### src/rtl/full_adder_pkg.sv
// Shared definitions for the registered full adder family.
package full_adder_pkg;

    // Widest operand a single instance may be built with.
    localparam int MAX_WIDTH = 64;

    // Result layout at the widest legal size; instances use the same
    // {cout, s} ordering at their own width so the vector reads as {Cout, S}.
    typedef struct packed {
        logic                 cout;
        logic [MAX_WIDTH-1:0] s;
    } result_max_t;

endpackage : full_adder_pkg

### src/rtl/full_adder_reg_if.sv
// Operand/result bundle for full_adder_reg.
interface full_adder_reg_if #(
    parameter int WIDTH = 1
);

    logic             in_valid;
    logic [WIDTH-1:0] A;
    logic [WIDTH-1:0] B;
    logic             Cin;
    logic [WIDTH-1:0] S;
    logic             Cout;
    logic             out_valid;

    // Producer of operands, consumer of results.
    modport master (
        output in_valid, A, B, Cin,
        input  S, Cout, out_valid
    );

    // The adder itself.
    modport slave (
        input  in_valid, A, B, Cin,
        output S, Cout, out_valid
    );

endinterface : full_adder_reg_if

### src/rtl/full_adder_bit.sv
// Purely combinational 1-bit full adder cell.
module full_adder_bit (
    input  logic a,
    input  logic b,
    input  logic ci,
    output logic s,
    output logic co
);

    logic p;

    // Propagate term is shared by the sum and the carry equations.
    always_comb begin
        p  = a ^ b;
        s  = p ^ ci;
        co = (a & b) | (ci & p);
    end

endmodule : full_adder_bit

### src/rtl/full_adder_reg.sv
// Registered ripple-carry adder: {Cout, S} = A + B + Cin, one cycle latency.
module full_adder_reg
    import full_adder_pkg::*;
#(
    parameter int WIDTH = 1
) (
    input  logic             clk,
    input  logic             rst_n,
    full_adder_reg_if.slave  bus
);

    typedef struct packed {
        logic             cout;
        logic [WIDTH-1:0] s;
    } result_t;

    if (WIDTH < 1 || WIDTH > MAX_WIDTH) begin : g_bad_width
        $error("full_adder_reg: WIDTH %0d outside 1..%0d", WIDTH, MAX_WIDTH);
    end

    logic [WIDTH:0]   carry;
    logic [WIDTH-1:0] sum;
    result_t          res_d;
    result_t          res_q;
    logic             valid_q;

    assign carry[0] = bus.Cin;

    for (genvar i = 0; i < WIDTH; i++) begin : g_bit
        full_adder_bit u_bit (
            .a  (bus.A[i]),
            .b  (bus.B[i]),
            .ci (carry[i]),
            .s  (sum[i]),
            .co (carry[i+1])
        );
    end

    // Assemble the combinational result from the end of the ripple chain.
    always_comb begin
        res_d      = '0;
        res_d.s    = sum;
        res_d.cout = carry[WIDTH];
    end

    // Output stage: result loads only on valid capture, valid pulses one cycle.
    always_ff @(posedge clk or negedge rst_n) begin
        if (!rst_n) begin
            res_q   <= '0;
            valid_q <= 1'b0;
        end else begin
            valid_q <= bus.in_valid;
            if (bus.in_valid) begin
                res_q <= res_d;
            end
        end
    end

    assign bus.S         = res_q.s;
    assign bus.Cout      = res_q.cout;
    assign bus.out_valid = valid_q;

endmodule : full_adder_reg

### src/flat_wrapper.sv
// flat-port wrapper written by rule: the top's interface ports become plain ports
module full_adder_reg_flat import full_adder_pkg::*;
#(
    parameter int WIDTH = 1
)
  (clk, rst_n, bus_in_valid, bus_A, bus_B, bus_Cin, bus_S, bus_Cout, bus_out_valid);
  full_adder_reg_if #(.WIDTH(WIDTH)) bus_i ();
  input  logic clk;
  input  logic rst_n;
  input wire logic [$bits(bus_i.in_valid)-1:0] bus_in_valid;
  input wire logic [$bits(bus_i.A)-1:0] bus_A;
  input wire logic [$bits(bus_i.B)-1:0] bus_B;
  input wire logic [$bits(bus_i.Cin)-1:0] bus_Cin;
  output wire logic [$bits(bus_i.S)-1:0] bus_S;
  output wire logic [$bits(bus_i.Cout)-1:0] bus_Cout;
  output wire logic [$bits(bus_i.out_valid)-1:0] bus_out_valid;
  assign bus_i.in_valid = bus_in_valid;
  assign bus_i.A = bus_A;
  assign bus_i.B = bus_B;
  assign bus_i.Cin = bus_Cin;
  assign bus_S = bus_i.S;
  assign bus_Cout = bus_i.Cout;
  assign bus_out_valid = bus_i.out_valid;
  full_adder_reg #(.WIDTH(WIDTH)) u_core (.clk(clk), .rst_n(rst_n), .bus(bus_i));
endmodule
### config.mk
export PLATFORM = sky130hd
export DESIGN_NAME = full_adder_reg_flat
export DESIGN_NICKNAME = d
export VERILOG_FILES = /design/src/rtl/full_adder_pkg.sv /design/src/rtl/full_adder_reg_if.sv /design/src/rtl/full_adder_bit.sv /design/src/rtl/full_adder_reg.sv /design/src/flat_wrapper.sv
export SDC_FILE = /design/constraint.sdc
export NUM_CORES = 1
export LEC_CHECK = 0
export CORE_AREA = 2 2 39 41
export CTS_CLUSTER_DIAMETER = 60
export DETAILED_ROUTE_END_ITERATION = 16
export DIE_AREA = 0 0 41 43
export GPL_ROUTABILITY_DRIVEN = 0
export GPL_TIMING_DRIVEN = 0
export SLEW_MARGIN = 20
export SYNTH_ARGS = -nofsm -noshare
export SYNTH_HDL_FRONTEND = slang
export SYNTH_SLANG_ARGS = --single-unit
### constraint.sdc
create_clock -name clk -period 0.8 [get_ports clk]
set_input_delay 0.16 -clock clk [delete_from_list [all_inputs] [get_ports clk]]
set_output_delay 0.16 -clock clk [all_outputs]
set_load 0.01 [all_outputs]
==> results.sh, run 1 <==
export IMPL_status="finished, violations left"
export IMPL_violated_checks="negative setup slack"
export IMPL_crit_path_max_incr_delay_ns=0.39
export IMPL_synth_sequential_area_ratio_pct=63.83
export IMPL_grt_max_degree=4
export IMPL_post_synth_num_cell_types=3
export IMPL_grt_first_pass_wirelength_um=517
export IMPL_htree_num_levels=1
export IMPL_number_of_design_rule_violations_left_after_detail_routing=0
export IMPL_post_synth_most_frequent_cells="3 x sky130_fd_sc_hd__dfrtp_1, 2 x sky130_fd_sc_hd__mux2_2, 1 x sky130_fd_sc_hd__fa_1"
export IMPL_first_iter_violations=2
export IMPL_numCtsBuffers=3
export IMPL_clock_network_latency_to_the_later_pin_of_the_worst_skew_pair_ns=0.23
export IMPL_final_setup_worst_slack_ns=-0.1101
export IMPL_critical_path_required_ns=0.64
export IMPL_grt_setup_unrepaired="true"
export IMPL_final_hold_worst_slack_ns=0.1093
export IMPL_synth_main_ff_cell="sky130_fd_sc_hd__dfrtp_1"
export IMPL_synth_most_common_cell="sky130_fd_sc_hd__dfrtp_1"
export IMPL_post_drt_wl_per_cell_um=9.111
export IMPL_post_route_cells_drive_above_1_share_pct=70.00
export IMPL_globalRoute_totalOverflow=0
export IMPL_portBuffers=8
export IMPL_yosys_warnings=0
export IMPL_synth_seq_cells=3
export IMPL_path_class="reg2out"
export IMPL_core_area_um2=1384
export IMPL_netlist_area_leader_share_pct=63.83
export IMPL_synthCells=6
export IMPL_synth_avg_cell_area_um2=19.60
export IMPL_post_route_period_util_pct=113.8
export IMPL_drt_pre_antenna_iters=2
export IMPL_floorplan_die_area_um2=1763
export IMPL_final_setup_skew_ns=0
export IMPL_final_cell_count_no_fill=36
export IMPL_post_place_cells=30
export IMPL_cpMaxStageDelayCell="sky130_fd_sc_hd__dfrtp_1"
export IMPL_die_width_um=41
export IMPL_tritoncts_clock_tree="built"
export IMPL_critPathMaxFanout=2
export IMPL_worstPathCellList="buf_6"
export IMPL_hold_path_class="in2async"
export IMPL_placed_area_um2=224.0
export IMPL_vias=108
export IMPL_total_negative_slack_ns=-0.4630
export IMPL_rows=14
export IMPL_slew_headroom_pct=89.32
export IMPL_ioPinCount=9
export IMPL_finalWirelength_um=328
export IMPL_crit_arrival_ns=0.75
export IMPL_pre_cts_slack_ns=-0.6756
export IMPL_clock_fmax_mhz=1099
export IMPL_cp_top_family="flip-flops"
export IMPL_period_needed_ns=0.9101
export IMPL_irDropWorstVdd_v=0.0006401
export IMPL_critical_path_n_buffers_inverters=1
export IMPL_postLayoutCellArea_um2=260.3
export IMPL_synth_net_count=13
export IMPL_setup_violations=5
export IMPL_synth_area_top_cells="sky130_fd_sc_hd__dfrtp_1 64%, sky130_fd_sc_hd__mux2_2 19%, sky130_fd_sc_hd__fa_1 17%"
export IMPL_synth_enable_flop_cells=0
export IMPL_synth_largest_area_cell="sky130_fd_sc_hd__dfrtp_1"
export IMPL_cts_root_to_sink_buffers=2
export IMPL_layout_net_count=28
export IMPL_ant_nets=0
export IMPL_die_h_um=43
export IMPL_leakage_power_summed_over_all_cells_nw=0.1229
export IMPL_slew_violations=0
export IMPL_tritoncts_num_sinks=3
export IMPL_grt_pass1_vias=125
export IMPL_hold_buffers=0
export IMPL_share_of_flip_flops_with_an_asynchronous_set_or_reset_pct=100.0
export IMPL_power_density_cell_area_nw_per_um2=2272
export IMPL_final_hold_vio_count=0
export IMPL_post_synthesis_cell_area_um2=117.6
export IMPL_tightestPinTransition_ns=0.1601
export IMPL_max_cap_violations=0
export IMPL_endpoint_kind="output port"
export IMPL_antennaDiodeCount=0
export IMPL_drt_vias_per_instance=3.000
export IMPL_number_of_antenna_violations_at_the_first_check_in_global_routing=0
export IMPL_start_util_pct=8.499
export IMPL_grt_total_usage_pct=5.449
export IMPL_signed_area_change_from_the_synthesized_netlist_to_the_final_layout_pct=121.3
export IMPL_nFillCells=146
export IMPL_clk_root_buffer_cell="sky130_fd_sc_hd__clkbuf_4"
export IMPL_cts_reportedPaths_clkPinSlew_ns=0.04
export IMPL_setup_worst_path_start_class="flop"
==> registers in the layout (all words and copies together) (netlist names) <==
register	count
u_core.bus.S	1
u_core.bus.out_valid	1
u_core.bus.Cout	1
==> final timing paths <==
| kind | from | end | slack [ns] | depth (start not counted) |
|---|---|---|---|---|
| max in group asynchronous | rst_n | u_core.bus.Cout | 0.54 | 1 |
| max reg2reg | u_core.bus.S | u_core.bus.S | -0.09 | 2 |
| max | u_core.bus.Cout | bus_Cout | -0.11 | 1 |
| min | rst_n | u_core.bus.out_valid | 0.11 | 1 |
| min reg2reg | u_core.bus.S | u_core.bus.S | 0.62 | 2 |
| min in group clk | bus_in_valid | u_core.bus.out_valid | 0.26 | 1 |
==> report_power, final <==
| group | leakage (nW) | switching (mW) | total, mW | internal [mW] |
|---|---|---|---|---|
| clock network | 0.0150 | 0.0815 | 0.269 | 0.187 |
| registers | 0.0350 | 0.0139 | 0.186 | 0.172 |
| logic | 0.0729 | 0.0410 | 0.137 | 0.0958 |
| total | 0.123 | 0.136 | 0.591 | 0.455 |
==> stage by stage <==
step	util, %	total power [mW]
floorplan	-	0.2161
detailed placement	16.18	0.2950
CTS	17.18	0.5827
global route	18.81	0.6295
finish	18.81	0.5912
global placement	16.18	0.2883
==> area by class of cell <==
class,count,area [um^2],area share (%)
Clock buffer,4,26.28,10.10
Timing Repair Buffer,10,86.33,33.17
Tap cell,16,20.02,7.692
Sequential cell,3,75.07,28.85
Multi-Input combinational cell,3,52.55,20.19
==> what timing repair did <==
action | in CTS | in global routing
gates cloned | 0 | 0
gates resized for setup | 26 | 4
endpoints found under the setup margin | 5 | 5
pin swaps | 1 | 0
buffers inserted | 2 | 0
==> cells in the final DEF (no fill, tap or decap) <==
cell                              count
sky130_fd_sc_hd__buf_6                4
sky130_fd_sc_hd__mux2_4               2
sky130_fd_sc_hd__dlygate4sd2_1        1
sky130_fd_sc_hd__dfrtp_1              3
sky130_fd_sc_hd__buf_4                1
sky130_fd_sc_hd__buf_2                3
sky130_fd_sc_hd__clkbuf_4             3
sky130_fd_sc_hd__clkdlybuf4s50_1      1
sky130_fd_sc_hd__fa_2                 1
sky130_fd_sc_hd__clkbuf_1             1
==> routing by layer <==
layer | track usage, % | wire (um) | part of all wire, % | vias to the layer above
li1 | - | - | - | 48
met1 | 5.882 | 162 | 49 | 47
met2 | 5.313 | 120 | 37 | 11
met3 | 2.094 | 27 | 8.2 | 2
met4 | 10.00 | 17 | 5.2 | 0
met5 | 0 | 0 | 0 | -
==> kinds of logic after synthesis <==
| kind of cell | after synthesis | synth area share, % |
|---|---|---|
| mux | 2 | 19.15 |
| fa+ha+maj | 1 | 17.02 |
| flops | 3 | 63.83 |
==> worst register-to-register path, delay by kind of cell, from the launching register on <==
family                 cells  cell delay [ns]
muxes                      1             0.25
DFF                        1             0.38
buffers and inverters      1             0.14
Note: power is estimated with default switching activity, not from simulation.
==> run 2: changes to the inputs <==
clock period = 1.1 ns   (was 0.8 ns; I/O delays follow)
==> run 2 against run 1 <==
Compared with the run above:
- the flow now finishes without violations
- routed wire length shrank 16%
- clock skew unchanged
- sequential share of layout area grew 3.8 points
- non-clock buffer count is 2 lower
- critical path depth grew 2
- setup slack better by 0.13 ns
- power down 36%
- largest cell class is now flip-flops and latches
==> results.sh, run 2 (same netlist as run 1, synthesis figures left out) <==
export IMPL_seq_power_share_pct=34.5
export IMPL_post_drt_wl_per_cell_um=8.147
export IMPL_final_cell_mix="3 x sky130_fd_sc_hd__clkbuf_4, 3 x sky130_fd_sc_hd__dlygate4sd2_1, 3 x sky130_fd_sc_hd__dfrtp_1"
export IMPL_numCtsBuffers=3
export IMPL_max_cap_violations=0
export IMPL_ioPinCount=9
export IMPL_clkPwrFrac_pct=50.0
export IMPL_crit_arrival_ns=1.19
export IMPL_number_of_antenna_violations_at_the_first_check_in_global_routing=0
export IMPL_final_setup_skew_ns=0
export IMPL_tritoncts_clock_tree="built"
export IMPL_setup_violations=0
export IMPL_final_hold_worst_slack_ns=0.1734
export IMPL_clock_network_latency_to_the_later_pin_of_the_worst_skew_pair_ns=0.23
export IMPL_portBuffers=8
export IMPL_grt_setup_unrepaired="true"
export IMPL_start_util_pct=8.499
export IMPL_drt_vias_per_instance=2.971
export IMPL_cts_reportedPaths_clkPinSlew_ns=0.04
export IMPL_post_route_period_util_pct=97.99
export IMPL_p_int_mw=0.2946
export IMPL_p_comb_share_pct=15.5
export IMPL_finalWirelength_um=277
export IMPL_vias=101
export IMPL_hold_path_class="in2async"
export IMPL_setup_worst_path_start_class="input port"
export IMPL_status="finished clean"
export IMPL_layout_net_count=26
export IMPL_post_route_cells_drive_above_1_share_pct=38.89
export IMPL_grt_first_pass_wirelength_um=503
export IMPL_core_area_um2=1384
export IMPL_globalRoute_totalOverflow=0
export IMPL_first_iter_violations=0
export IMPL_die_h_um=43
export IMPL_period_needed_ns=1.078
export IMPL_critPathMaxFanout=1
export IMPL_critical_path_required_ns=1.21
export IMPL_tritoncts_num_sinks=3
export IMPL_antennaDiodeCount=0
export IMPL_rows=14
export IMPL_slew_headroom_pct=90.51
export IMPL_tightestPinTransition_ns=0.1419
export IMPL_cts_root_to_sink_buffers=2
export IMPL_nFillCells=153
export IMPL_slew_violations=0
export IMPL_endpoint_kind="flop"
export IMPL_number_of_design_rule_violations_left_after_detail_routing=0
export IMPL_signed_area_change_from_the_synthesized_netlist_to_the_final_layout_pct=95.74
export IMPL_htree_num_levels=1
export IMPL_path_class="in2reg"
export IMPL_clock_fmax_mhz=927.8
export IMPL_irDropWorstVdd_v=0.0004087
export IMPL_drt_pre_antenna_iters=1
export IMPL_die_width_um=41
export IMPL_postLayoutCellArea_um2=230.2
export IMPL_floorplan_die_area_um2=1763
export IMPL_ant_nets=0
export IMPL_leakage_power_summed_over_all_cells_nw=0.1017
export IMPL_power_density_cell_area_nw_per_um2=1655
export IMPL_switching_power_mw=0.08651
export IMPL_grt_total_usage_pct=4.839
export IMPL_sw_frac_of_total_pct=22.70
export IMPL_grt_max_degree=4
export IMPL_final_hold_vio_count=0
export IMPL_hold_buffers=0
export IMPL_grt_pass1_vias=119
export IMPL_clk_root_buffer_cell="sky130_fd_sc_hd__clkbuf_4"
export IMPL_placed_area_um2=217.7
run 2: worst paths after layout:
check | from | end | slack (ns) | cells after the start
min in group clk | u_core.bus.S | u_core.bus.S | 0.51 | 1
worst max-delay path | bus_B | u_core.bus.S | 0.02 | 3
worst max register to register | u_core.bus.Cout | u_core.bus.Cout | 0.36 | 1
worst min-delay path | rst_n | u_core.bus.S | 0.17 | 1
max in group asynchronous | rst_n | u_core.bus.out_valid | 0.78 | 1
worst min register to register | u_core.bus.S | u_core.bus.S | 0.51 | 1
run 2: timing repair:
item | CTS | global route
setup endpoints to repair | 5 | 3
pin swaps | 1 | 1
buffers inserted | 0 | 0
gates resized for setup | 9 | 2
run 2: per-layer routing:
| metal | part of all wire [%] | global-route usage (%) |
|---|---|---|
| met5 | 0 | 0 |
| met4 | 0 | 4.000 |
| met3 | 21 | 5.759 |
| met2 | 36 | 5.000 |
| met1 | 42 | 4.886 |
run 2: layout make-up:
| class | count | area [um^2] | share of cell area [%] |
|---|---|---|---|
| repair buffers | 8 | 66.31 | 28.80 |
| well taps | 16 | 20.02 | 8.696 |
| multi-input cells | 3 | 42.54 | 18.48 |
| flip-flops and latches | 3 | 75.07 | 32.61 |
| clock buffers | 4 | 26.28 | 11.41 |
run 2: metrics by stage:
stage,setup slack [ns],power [mW],util [%],instances,setup TNS (ns)
global route,-0.005305,0.4130,16.64,34,-0.005305
finish,0.02213,0.3811,16.64,34,0
CTS,0.02407,0.3982,17.36,34,0
detailed placement,-0.4168,0.2093,15.73,30,-0.7903
floorplan,0.05408,0.1537,-,6,0
global placement,-0.3896,0.2054,15.73,30,-0.7367
run 2: worst max-delay path: stages:
cell                            delay, ns
sky130_fd_sc_hd__dlygate4sd2_1       0.25
sky130_fd_sc_hd__fa_1                0.46
sky130_fd_sc_hd__mux2_2              0.26
run 2: power groups by stage:
stage | Sequential [mW] | Clock (mW) | Combinational [mW]
after floorplan | 0.139 | 0 | 0.0145
after global placement | 0.132 | 0 | 0.0732
after detailed placement | 0.133 | 0 | 0.0760
after CTS | 0.132 | 0.201 | 0.0651
after global routing | 0.134 | 0.213 | 0.0657
final | 0.131 | 0.190 | 0.0592
==> run 3: changes to the inputs <==
==> constraint.sdc (replaced) <==
create_clock -name clk -period 1.1 [get_ports clk]
set_input_delay 0.33 -clock clk [delete_from_list [all_inputs] [get_ports clk]]
set_output_delay 0.33 -clock clk [all_outputs]
set_load 0.01 [all_outputs]
==> run 3 against run 2 <==
Compared with the run above:
- sequential share of layout area is 0.52 points lower
- count of clock-buffer cells in the layout stayed put
- setup slack better by 0.0077 ns
- largest cell class unchanged
==> results.sh, run 3 (same netlist as run 1, synthesis figures left out) <==
export IMPL_status="finished clean"
export IMPL_grt_total_usage_pct=5.141
export IMPL_clock_fmax_mhz=934.5
export IMPL_max_cap_violations=0
export IMPL_post_route_period_util_pct=97.29
export IMPL_final_hold_vio_count=0
export IMPL_final_hold_worst_slack_ns=0.2823
export IMPL_tritoncts_clock_tree="built"
export IMPL_grt_pass1_vias=120
export IMPL_tritoncts_num_sinks=3
export IMPL_drt_pre_antenna_iters=1
export IMPL_met1_usage_pct=5.863
export IMPL_power_density_cell_area_nw_per_um2=1735
export IMPL_critical_r2r_launch="u_core.bus.S"
export IMPL_r2r_worst_path_cells=2
export IMPL_grt_first_pass_wirelength_um=545
export IMPL_cts_reportedPaths_clkPinSlew_ns=0.04
export IMPL_hold_path_class="in2async"
export IMPL_globalRouteMet2Util_pct=5.000
export IMPL_clock_network_latency_to_the_later_pin_of_the_worst_skew_pair_ns=0.23
export IMPL_grt_max_degree=4
export IMPL_globalRoute_totalOverflow=0
export IMPL_nFillCells=152
export IMPL_critical_path_n_buffers_inverters=1
export IMPL_signed_area_change_from_the_synthesized_netlist_to_the_final_layout_pct=98.94
export IMPL_rows=14
export IMPL_first_iter_violations=0
export IMPL_setup_worst_path_start_class="flop"
export IMPL_finalWirelength_um=299
export IMPL_cts_root_to_sink_buffers=2
export IMPL_ant_nets=0
export IMPL_leakage_power_summed_over_all_cells_nw=0.1172
export IMPL_critical_path_required_ns=0.77
export IMPL_final_cell_mix="4 x sky130_fd_sc_hd__buf_2, 3 x sky130_fd_sc_hd__clkbuf_4, 3 x sky130_fd_sc_hd__dfrtp_1"
export IMPL_top_usage_layer="met1"
export IMPL_tightestPinTransition_ns=0.1529
export IMPL_number_of_antenna_violations_at_the_first_check_in_global_routing=0
export IMPL_drt_vias_per_instance=3.029
export IMPL_final_common_cell="sky130_fd_sc_hd__buf_2"
export IMPL_multi_input_area_um2=46.29
export IMPL_ioPinCount=9
export IMPL_worstPathCellList="buf_2"
export IMPL_setup_violations=0
export IMPL_critPathMaxFanout=2
export IMPL_start_util_pct=8.499
export IMPL_die_h_um=43
export IMPL_die_width_um=41
export IMPL_grt_setup_unrepaired="true"
export IMPL_final_setup_worst_slack_ns=0.02985
export IMPL_grt_util_met3_pct=5.759
export IMPL_crit_path_max_incr_delay_ns=0.37
export IMPL_total_negative_slack_ns=0
export IMPL_floorplan_die_area_um2=1763
export IMPL_total_power_mw=0.4060
export IMPL_layout_net_count=27
export IMPL_portBuffers=8
export IMPL_slew_violations=0
export IMPL_vias=106
export IMPL_post_drt_wl_per_cell_um=8.543
export IMPL_post_route_cells_drive_above_1_share_pct=63.16
export IMPL_cpMaxStageDelayCell="sky130_fd_sc_hd__dfrtp_1"
export IMPL_crit_arrival_ns=0.74
export IMPL_cp_top_family="flip-flops"
export IMPL_timing_rr_end="u_core.bus.S"
export IMPL_endpoint_kind="output port"
export IMPL_setup_reg_to_reg_worst_slack_ns=0.21
export IMPL_path_depth=1
export IMPL_path_class="reg2out"
export IMPL_clk_root_buffer_cell="sky130_fd_sc_hd__clkbuf_4"
export IMPL_worst_setup_path_startpoint="u_core.bus.Cout"
export IMPL_worstSetupEndpoint="bus_Cout"
export IMPL_numCtsBuffers=3
export IMPL_hold_buffers=0
export IMPL_core_area_um2=1384
export IMPL_htree_num_levels=1
export IMPL_pre_cts_slack_ns=-0.5268
export IMPL_irDropWorstVdd_v=0.0004325
export IMPL_sequential_cell_area_um2=75.07
export IMPL_antennaDiodeCount=0
export IMPL_period_needed_ns=1.070
export IMPL_slew_headroom_pct=89.79
export IMPL_final_setup_skew_ns=0
export IMPL_number_of_design_rule_violations_left_after_detail_routing=0
[run 3: through the flow]
| step | area (um^2) | cells | util, % |
|---|---|---|---|
| 4_1_cts | 222.7 | 34 | 16.09 |
| 3_3_place_gp | 217.7 | 30 | 15.73 |
| 6_report | 234.0 | 35 | 16.91 |
| 3_5_place_dp | 217.7 | 30 | 15.73 |
| 2_1_floorplan | 117.6 | 6 | - |
| 5_1_grt | 234.0 | 35 | 16.91 |
[run 3: worst min-delay path by stage]
stage | from | endpoint | slack (ns)
6_report | rst_n | u_core.bus.S | 0.28
4_1_cts | rst_n | u_core.bus.S | 0.28
2_1_floorplan | rst_n | u_core.bus.Cout | 0.03
3_5_place_dp | u_core.bus.Cout | u_core.bus.Cout | 0.50
5_1_grt | rst_n | u_core.bus.S | 0.28
3_3_place_gp | u_core.bus.S | u_core.bus.S | 0.49
[run 3: timing repair]
item                                    CTS  global route
pin swaps                                 1             1
endpoints found under the setup margin    5             4
buffers inserted                          0             1
gates resized for setup                  23             3
[run 3: final cells by class]
| class | count | area share [%] |
|---|---|---|
| timing repair buffer | 9 | 28.34 |
| clock buffer | 4 | 11.23 |
| tap | 16 | 8.556 |
| sequential | 3 | 32.09 |
| multi-input combinational | 3 | 19.79 |
[run 3: power breakdown]
part / switching, mW / internal, mW / total [mW]
sequential: 0.00798 / 0.125 / 0.133
clock: 0.0560 / 0.136 / 0.192
combinational: 0.0288 / 0.0524 / 0.0812
[run 3: routing by layer]
layer  wire [um]  share of wire (%)
met1         132                 44
met2         110                 37
met3          57                 19
met4           0                  0
met5           0                  0
